===== config.mk =====
export PLATFORM = sky130hd
export DESIGN_NAME = rv16_instr_fetch_unit_flat
export DESIGN_NICKNAME = d
export VERILOG_FILES = /design/src/rtl/rv16_pkg.sv /design/src/rtl/rv16_instr_fetch_unit_if.sv /design/src/rtl/rv16_fetch_fifo.sv /design/src/rtl/rv16_instr_fetch_unit.sv /design/src/flat_wrapper.sv
export SDC_FILE = /design/constraint.sdc
export NUM_CORES = 1
export LEC_CHECK = 0
export BUFFER_PORTS_ARGS = -buffer_cell sky130_fd_sc_hd__buf_2
export CAP_MARGIN = 20
export CORE_MARGIN = 1.5
export CORE_UTILIZATION = 31
export CTS_BUF_LIST = sky130_fd_sc_hd__clkbuf_16
export CTS_CLUSTER_DIAMETER = 150
export DETAILED_ROUTE_END_ITERATION = 7
export MAX_ROUTING_LAYER = met4
export PLACE_DENSITY_LB_ADDON = 0.05
export SETUP_SLACK_MARGIN = 0.05
export SKIP_CTS_REPAIR_TIMING = 1
export SYNTH_ARGS = -nofsm -noshare
export SYNTH_HDL_FRONTEND = slang
export SYNTH_SLANG_ARGS = --single-unit

===== constraint.sdc =====
create_clock -name rv16_ifu_clock -period 5.35 [get_ports rv16_ifu_clock]
set_clock_uncertainty 0.2 [all_clocks]
set_input_delay 0.535 -clock rv16_ifu_clock [delete_from_list [all_inputs] [get_ports rv16_ifu_clock]]
set_output_delay 0.535 -clock rv16_ifu_clock [all_outputs]
set_load 0.01 [all_outputs]

===== src/rtl/rv16_pkg.sv =====
// Shared types and width defaults for the rv16 instruction fetch unit.
package rv16_pkg;
  localparam int RV16_DATA = 16;
  localparam int RV16_ADDR = 16;

  typedef enum logic [1:0] {
    ST_IDLE  = 2'd0,
    ST_FETCH = 2'd1,
    ST_FLUSH = 2'd2
  } ifu_state_t;
endpackage


===== src/rtl/rv16_instr_fetch_unit_if.sv =====
// Memory-request and decoder-handshake signals of the fetch unit.
interface rv16_instr_fetch_unit_if
  import rv16_pkg::*;
#(
  parameter int DATA  = RV16_DATA,
  parameter int ADDR  = RV16_ADDR,
  parameter int DEPTH = 4
);
  localparam int CNT_W = $clog2(DEPTH + 1);

  logic             mem_req_out;
  logic [ADDR-1:0]  mem_addr_out;
  logic             mem_gnt_in;
  logic             mem_rvalid_in;
  logic [DATA-1:0]  mem_rdata_in;
  logic             instr_valid_out;
  logic             instr_ready_in;
  logic [DATA-1:0]  rv16_dminstr_out;
  logic [ADDR-1:0]  instr_pc_out;
  logic [CNT_W-1:0] fifo_count_out;

  modport master (
    output mem_req_out, mem_addr_out, instr_valid_out, rv16_dminstr_out,
           instr_pc_out, fifo_count_out,
    input  mem_gnt_in, mem_rvalid_in, mem_rdata_in, instr_ready_in
  );

  modport slave (
    input  mem_req_out, mem_addr_out, instr_valid_out, rv16_dminstr_out,
           instr_pc_out, fifo_count_out,
    output mem_gnt_in, mem_rvalid_in, mem_rdata_in, instr_ready_in
  );
endinterface


===== src/rtl/rv16_fetch_fifo.sv =====
// Small synchronous FIFO holding {pc, instruction} pairs for the decode stage.
module rv16_fetch_fifo #(
  parameter int WIDTH = 32,
  parameter int DEPTH = 4,
  localparam int CNT_W = $clog2(DEPTH + 1)
) (
  input  logic             clk,
  input  logic             rst_n,
  input  logic             push,
  input  logic             pop,
  input  logic             clear,
  input  logic [WIDTH-1:0] wdata,
  output logic [WIDTH-1:0] rdata,
  output logic             valid,
  output logic [CNT_W-1:0] count
);
  localparam int PTR_W = (DEPTH > 1) ? $clog2(DEPTH) : 1;

  logic [WIDTH-1:0] mem [DEPTH];
  logic [PTR_W-1:0] wr_ptr;
  logic [PTR_W-1:0] rd_ptr;
  logic             do_push;
  logic             do_pop;

  function automatic logic [PTR_W-1:0] ptr_inc(input logic [PTR_W-1:0] p);
    return (p == PTR_W'(DEPTH - 1)) ? '0 : p + PTR_W'(1);
  endfunction

  assign do_pop  = pop && (count != '0);
  assign do_push = push && ((count != CNT_W'(DEPTH)) || do_pop);

  always_ff @(posedge clk or negedge rst_n) begin
    if (!rst_n) begin
      wr_ptr <= '0;
      rd_ptr <= '0;
      count  <= '0;
    end else if (clear) begin
      wr_ptr <= '0;
      rd_ptr <= '0;
      count  <= '0;
    end else begin
      if (do_push) wr_ptr <= ptr_inc(wr_ptr);
      if (do_pop)  rd_ptr <= ptr_inc(rd_ptr);
      count <= count + CNT_W'(do_push) - CNT_W'(do_pop);
    end
  end

  // Storage carries data only; validity is tracked by count.
  always_ff @(posedge clk) begin
    if (do_push && !clear) mem[wr_ptr] <= wdata;
  end

  assign rdata = mem[rd_ptr];
  assign valid = (count != '0);
endmodule


===== src/rtl/rv16_instr_fetch_unit.sv =====
// Fetch unit: PC, credit-limited memory requests, redirect flush, and the instruction FIFO.
module rv16_instr_fetch_unit
  import rv16_pkg::*;
#(
  parameter int          DATA     = RV16_DATA,
  parameter int          ADDR     = RV16_ADDR,
  parameter int          DEPTH    = 4,
  parameter int unsigned RESET_PC = 0
) (
  input  logic            rv16_ifu_clock,
  input  logic            rv16_ifu_reset,
  input  logic            rv16_ifu_enable_in,
  input  logic            redirect_valid_in,
  input  logic [ADDR-1:0] redirect_pc_in,
  rv16_instr_fetch_unit_if.master bus
);
  localparam int              CNT_W  = $clog2(DEPTH + 1);
  localparam logic [ADDR-1:0] RST_PC = ADDR'(RESET_PC);

  ifu_state_t            state;
  logic [ADDR-1:0]       fetch_pc;
  logic [ADDR-1:0]       resp_pc;
  logic [CNT_W-1:0]      inflight;
  logic [CNT_W-1:0]      discard;
  logic [CNT_W-1:0]      pending;
  logic [CNT_W-1:0]      pending_next;
  logic [CNT_W-1:0]      fifo_count;
  logic                  fifo_valid;
  logic [ADDR+DATA-1:0]  fifo_rdata;
  logic                  credit_ok;
  logic                  grant;
  logic                  keep;
  logic                  push;
  logic                  pop;

  // Outstanding requests plus buffered entries never exceed the FIFO depth.
  assign credit_ok = ({1'b0, inflight} + {1'b0, fifo_count}) < (CNT_W + 1)'(DEPTH);

  assign bus.mem_req_out  = (state == ST_FETCH) && rv16_ifu_enable_in &&
                            !redirect_valid_in && credit_ok;
  assign bus.mem_addr_out = fetch_pc;

  assign grant = bus.mem_req_out && bus.mem_gnt_in;
  assign keep  = bus.mem_rvalid_in && (discard == '0);
  assign push  = keep && !redirect_valid_in;
  assign pop   = fifo_valid && bus.instr_ready_in;

  // Only one of discard/inflight is non-zero, so their sum is the total still owed.
  assign pending      = discard + inflight;
  assign pending_next = pending - CNT_W'(bus.mem_rvalid_in && (pending != '0));

  always_ff @(posedge rv16_ifu_clock or negedge rv16_ifu_reset) begin
    if (!rv16_ifu_reset) begin
      state    <= ST_IDLE;
      fetch_pc <= RST_PC;
      resp_pc  <= RST_PC;
      inflight <= '0;
      discard  <= '0;
    end else if (redirect_valid_in) begin
      fetch_pc <= redirect_pc_in;
      resp_pc  <= redirect_pc_in;
      inflight <= '0;
      discard  <= pending_next;
      if (state != ST_IDLE) state <= (pending_next != '0) ? ST_FLUSH : ST_FETCH;
    end else begin
      if (grant) fetch_pc <= fetch_pc + ADDR'(1);
      if (keep)  resp_pc  <= resp_pc + ADDR'(1);
      inflight <= inflight + CNT_W'(grant) - CNT_W'(keep);
      if (bus.mem_rvalid_in && (discard != '0)) discard <= discard - CNT_W'(1);
      case (state)
        ST_IDLE:  if (rv16_ifu_enable_in) state <= ST_FETCH;
        ST_FETCH: state <= ST_FETCH;
        ST_FLUSH: if ((discard == '0) || (bus.mem_rvalid_in && (discard == CNT_W'(1))))
                    state <= ST_FETCH;
        default:  state <= ST_IDLE;
      endcase
    end
  end

  rv16_fetch_fifo #(
    .WIDTH (ADDR + DATA),
    .DEPTH (DEPTH)
  ) u_fifo (
    .clk   (rv16_ifu_clock),
    .rst_n (rv16_ifu_reset),
    .push  (push),
    .pop   (pop),
    .clear (redirect_valid_in),
    .wdata ({resp_pc, bus.mem_rdata_in}),
    .rdata (fifo_rdata),
    .valid (fifo_valid),
    .count (fifo_count)
  );

  assign bus.instr_valid_out  = fifo_valid;
  assign bus.rv16_dminstr_out = fifo_valid ? fifo_rdata[DATA-1:0] : '0;
  assign bus.instr_pc_out     = fifo_valid ? fifo_rdata[ADDR+DATA-1:DATA] : RST_PC;
  assign bus.fifo_count_out   = fifo_count;
endmodule

===== src/flat_wrapper.sv =====
// flat-port wrapper written by rule: the top's interface ports become plain ports
module rv16_instr_fetch_unit_flat import rv16_pkg::*;
#(
  parameter int          DATA     = RV16_DATA,
  parameter int          ADDR     = RV16_ADDR,
  parameter int          DEPTH    = 4,
  parameter int unsigned RESET_PC = 0
)
  (rv16_ifu_clock, rv16_ifu_reset, rv16_ifu_enable_in, redirect_valid_in, redirect_pc_in, bus_mem_req_out, bus_mem_addr_out, bus_instr_valid_out, bus_rv16_dminstr_out, bus_instr_pc_out, bus_fifo_count_out, bus_mem_gnt_in, bus_mem_rvalid_in, bus_mem_rdata_in, bus_instr_ready_in);
  rv16_instr_fetch_unit_if #(.DATA(DATA), .ADDR(ADDR), .DEPTH(DEPTH)) bus_i ();
  input  logic rv16_ifu_clock;
  input  logic rv16_ifu_reset;
  input  logic rv16_ifu_enable_in;
  input  logic redirect_valid_in;
  input  logic [ADDR-1:0] redirect_pc_in;
  output wire logic [$bits(bus_i.mem_req_out)-1:0] bus_mem_req_out;
  output wire logic [$bits(bus_i.mem_addr_out)-1:0] bus_mem_addr_out;
  output wire logic [$bits(bus_i.instr_valid_out)-1:0] bus_instr_valid_out;
  output wire logic [$bits(bus_i.rv16_dminstr_out)-1:0] bus_rv16_dminstr_out;
  output wire logic [$bits(bus_i.instr_pc_out)-1:0] bus_instr_pc_out;
  output wire logic [$bits(bus_i.fifo_count_out)-1:0] bus_fifo_count_out;
  input wire logic [$bits(bus_i.mem_gnt_in)-1:0] bus_mem_gnt_in;
  input wire logic [$bits(bus_i.mem_rvalid_in)-1:0] bus_mem_rvalid_in;
  input wire logic [$bits(bus_i.mem_rdata_in)-1:0] bus_mem_rdata_in;
  input wire logic [$bits(bus_i.instr_ready_in)-1:0] bus_instr_ready_in;
  assign bus_mem_req_out = bus_i.mem_req_out;
  assign bus_mem_addr_out = bus_i.mem_addr_out;
  assign bus_instr_valid_out = bus_i.instr_valid_out;
  assign bus_rv16_dminstr_out = bus_i.rv16_dminstr_out;
  assign bus_instr_pc_out = bus_i.instr_pc_out;
  assign bus_fifo_count_out = bus_i.fifo_count_out;
  assign bus_i.mem_gnt_in = bus_mem_gnt_in;
  assign bus_i.mem_rvalid_in = bus_mem_rvalid_in;
  assign bus_i.mem_rdata_in = bus_mem_rdata_in;
  assign bus_i.instr_ready_in = bus_instr_ready_in;
  rv16_instr_fetch_unit #(.DATA(DATA), .ADDR(ADDR), .DEPTH(DEPTH), .RESET_PC(RESET_PC)) u_core (.rv16_ifu_clock(rv16_ifu_clock), .rv16_ifu_reset(rv16_ifu_reset), .rv16_ifu_enable_in(rv16_ifu_enable_in), .redirect_valid_in(redirect_valid_in), .redirect_pc_in(redirect_pc_in), .bus(bus_i));
endmodule

==> run metrics <==
Crit path required time ~5400 ps; yosys warns 0; Routed WL ~17000 um; area fraction in compound gates after synthesis 5.544%; Worst Max-Slew Pin Slew 1034 ps; syn nets 586; CP startpoint u_core.discard[0]$_DFFE_PN0P_; Area contributors post-synth edfxtp_1 50%, dfrtp_1 15%, mux4_2 9.3%, and2_1 3.1%, ha_1 3.1%; Hold Crit Class primary input to async pin; clock tree from TritonCTS built; grt ovf 0; first-pass GRT wire length around 28000 um; R2R Path End u_core.u_fifo.count[2]$_DFF_PN0_; fin crit share between 60 and 70%; site row count 57; worst r2r src u_core.discard[0]$_DFFE_PN0P_; initial antenna violation count 0; Detailed Place HPWL around 11000 um; IO buf count 91; worst-case reg-to-reg path depth 13; Synth Area in XOR/XNOR under 10%; max cap viols 0; Total GRT Usage approximately 15%; largest net degree at the start of global routing between 40 and 50; fin worst setup slack between 1500 and 2000 ps; filler instances between 2000 and 2500; Floorplan Core Area roughly 24000 sq um; starting DRC count in detailed routing roughly 220; storage element area ~5000 sq um; CTS Sinks between 150 and 200; footprint of the multi-input gates 2556 sq um; PD cells around 430 nW/um^2; Lkg Pwr 3.386 nW; fin util a little under two fifths; mux share of post-synthesis cell area 9.670%; placer congestion estimate ~0.83; outcome complete, no violations; via count around 4700; Final Hold Viols 0; Avg Cell Area, Syn roughly 15 sq um; Netlist Area Pre-Place a little under 8000 sq um; n_diodes 0; CTS buffer count 17; EDFF count, synth roughly 130; pre-CTS setup slack about 2000 ps; Die Area approximately 26000 sq um; Routed Antenna Nets 0; Adder-Cell Fraction of Synth Area between 3 and 4%; starting density of the core a little under a third; Gate Count Post-Synth between 500 and 600; Most used DFF post-synth edfxtp_1; worst-path fanout max 12; RSZ-0062 raised after global routing no; area leader, netlist edfxtp_1; die height roughly 160 um; VDD IR-drop max approximately 0.00024 V; min Tclk post-route 3352 ps; DRC 0; H-Tree Depth 4; setup TNS 0 ps; worst-skew pair later-pin latency 430 ps; largest family of logic cells by synthesized area simple AND/OR/NAND/NOR gates; Worst R2R Setup Slack between 1500 and 2000 ps; CP arrival 3440 ps; clk slew on worst S/H paths ~80 ps; synth-to-layout area growth 18.26%; CTS root buf clkbuf_16; die width approximately 160 um; Ports between 90 and 100; Async SR Flop Fraction a little over a quarter; share of post-route cells with drive strength above 1 a little over a quarter; Final Slew Violations 0; Worst slew margin just over 30%; Setup CP Type flop to flop; Nets around 680; Seq cells post-synth 175; vias in the first global route ~4900; Bufs on Longest Clock Path 2; top cell type's share of synthesized area between 40% and 50%; via/cell ratio around 5; CP Launch Type flop; Routed wire per std cell 18.18 um; Achievable Freq between 200 and 300 MHz; Netlist cell types between 40 and 50; DRT Pass-1 Iters 4; critical path capture point type flop; Seq/Total Area, Yosys 64.66%; Simple-Gate Fraction of Synth Area 11.49%; final setup fails 0
==> worst max-delay path, stage by stage (launching register included) <==
cell	delay, ps
dfrtp_1	410
inv_1	120
ha_1	200
nand3b_1	420
nor3_2	540
inv_1	90
ha_1	280
inv_1	50
ha_1	130
inv_1	50
fa_1	370
xor2_1	170
xnor2_1	140
nor2_1	60
==> per-stage QoR <==
stage	hold WS, ps	cell area, sq um	power [W]	cells
floorplan	39.41	7764	0.002365	525
global placement	336.4	8566	0.002720	921
detailed placement	362.5	8566	0.002730	921
CTS	36.03	9181	0.004020	953
global route	64.41	9181	0.004188	953
finish	16.07	9181	0.003940	953
==> area by class of cell <==
cell class	instances	share of cell area [%]
Multi-Input combinational cell	301	27.84
Inverter	26	1.063
Clock buffer	17	4.633
Timing Repair Buffer	95	5.288
Clock inverter	15	2.071
Tap cell	324	4.415
Sequential cell	175	54.69
==> sequential cells by signal (all words and copies together) (netlist names) <==
name and count:
u_core.discard 3, u_core.u_fifo.wr_ptr 2, u_core.u_fifo.count 3, u_core.resp_pc 16, u_core.state 2, u_core.u_fifo.mem 128
u_core.u_fifo.rd_ptr 2, u_core.bus.mem_addr_out 16, u_core.inflight 3
==> how the worst max path moves through the flow <==
stage and to:
2_1_floorplan u_core.u_fifo.count[2]$_DFF_PN0_, 3_5_place_dp u_core.u_fifo.count[2]$_DFF_PN0_, 5_1_grt u_core.u_fifo.count[2]$_DFF_PN0_, 3_3_place_gp u_core.u_fifo.count[2]$_DFF_PN0_
6_report u_core.u_fifo.count[2]$_DFF_PN0_, 4_1_cts bus_rv16_dminstr_out[15]
==> cell families after synthesis <==
group / Yosys count
AO/OA/AOI/OAI: 66
XOR/XNOR: 19
adder cells (fa/ha/maj): 22
buffers and inverters: 49
flip-flops: 175
multiplexers: 35
AND/OR/NAND/NOR: 159
==> synth_stat cells, drive strengths merged (2+ instances only) <==
cell type  instances
edfxtp           128
dfrtp             47
and2              38
nand2             34
mux4              32
inv               26
ha                19
nor2              18
clkbuf            15
o21ai             15
a21oi             13
nand3             12
xnor2             12
a31oi             11
nand4              9
nor3               9
buf                8
or3                8
nor4               7
or4                6
xor2               6
o31a               5
a21o               4
nor4b              4
o31ai              4
and3               3
and4               3
fa                 3
mux2i              3
nor2b              3
o211ai             3
nand2b             2
nand3b             2
o21bai             2
==> per-layer routing <==
metal	track usage [%]	routed length [um]
met1	19.07	8157
met2	23.20	8260
met3	2.979	592
met4	5.345	316
met5	-	0
==> power by group <==
part | switching, W | leakage (nW) | internal [W]
combinational | 0.000503 | 1.37 | 0.000464
clock | 0.000595 | 0.301 | 0.000677
sequential | 0.000141 | 1.72 | 0.00156
total | 0.00124 | 3.39 | 0.00270
==> cells in the final DEF, fill, tap and decap left out, types with 2 or more instances in the layout <==
cell type	synthesis	layout
edfxtp_1	128	128
buf_2	7	91
dfrtp_1	47	46
and2_1	38	34
nand2_1	34	34
mux4_2	32	32
inv_1	26	26
ha_1	19	19
nor2_1	18	18
clkbuf_16	0	17
o21ai_0	15	15
a21oi_1	13	13
xnor2_1	12	12
nand3_1	11	11
a31oi_1	11	11
nand4_1	9	9
or3_1	8	8
nor3_1	8	8
nor4_1	7	7
xor2_1	6	6
or4_1	6	6
o31a_1	5	5
inv_8	0	5
and2_2	0	4
a21o_1	4	4
o31ai_1	4	4
inv_6	0	4
clkinv_8	0	4
buf_4	0	4
and3_1	3	3
nor2b_1	3	3
nor4b_1	3	3
and4_1	3	3
o211ai_1	3	3
mux2i_1	3	3
fa_1	3	3
nand3b_1	2	2
nand2b_1	2	2
o21bai_1	2	2
Note: power is estimated with default switching activity, not from simulation.
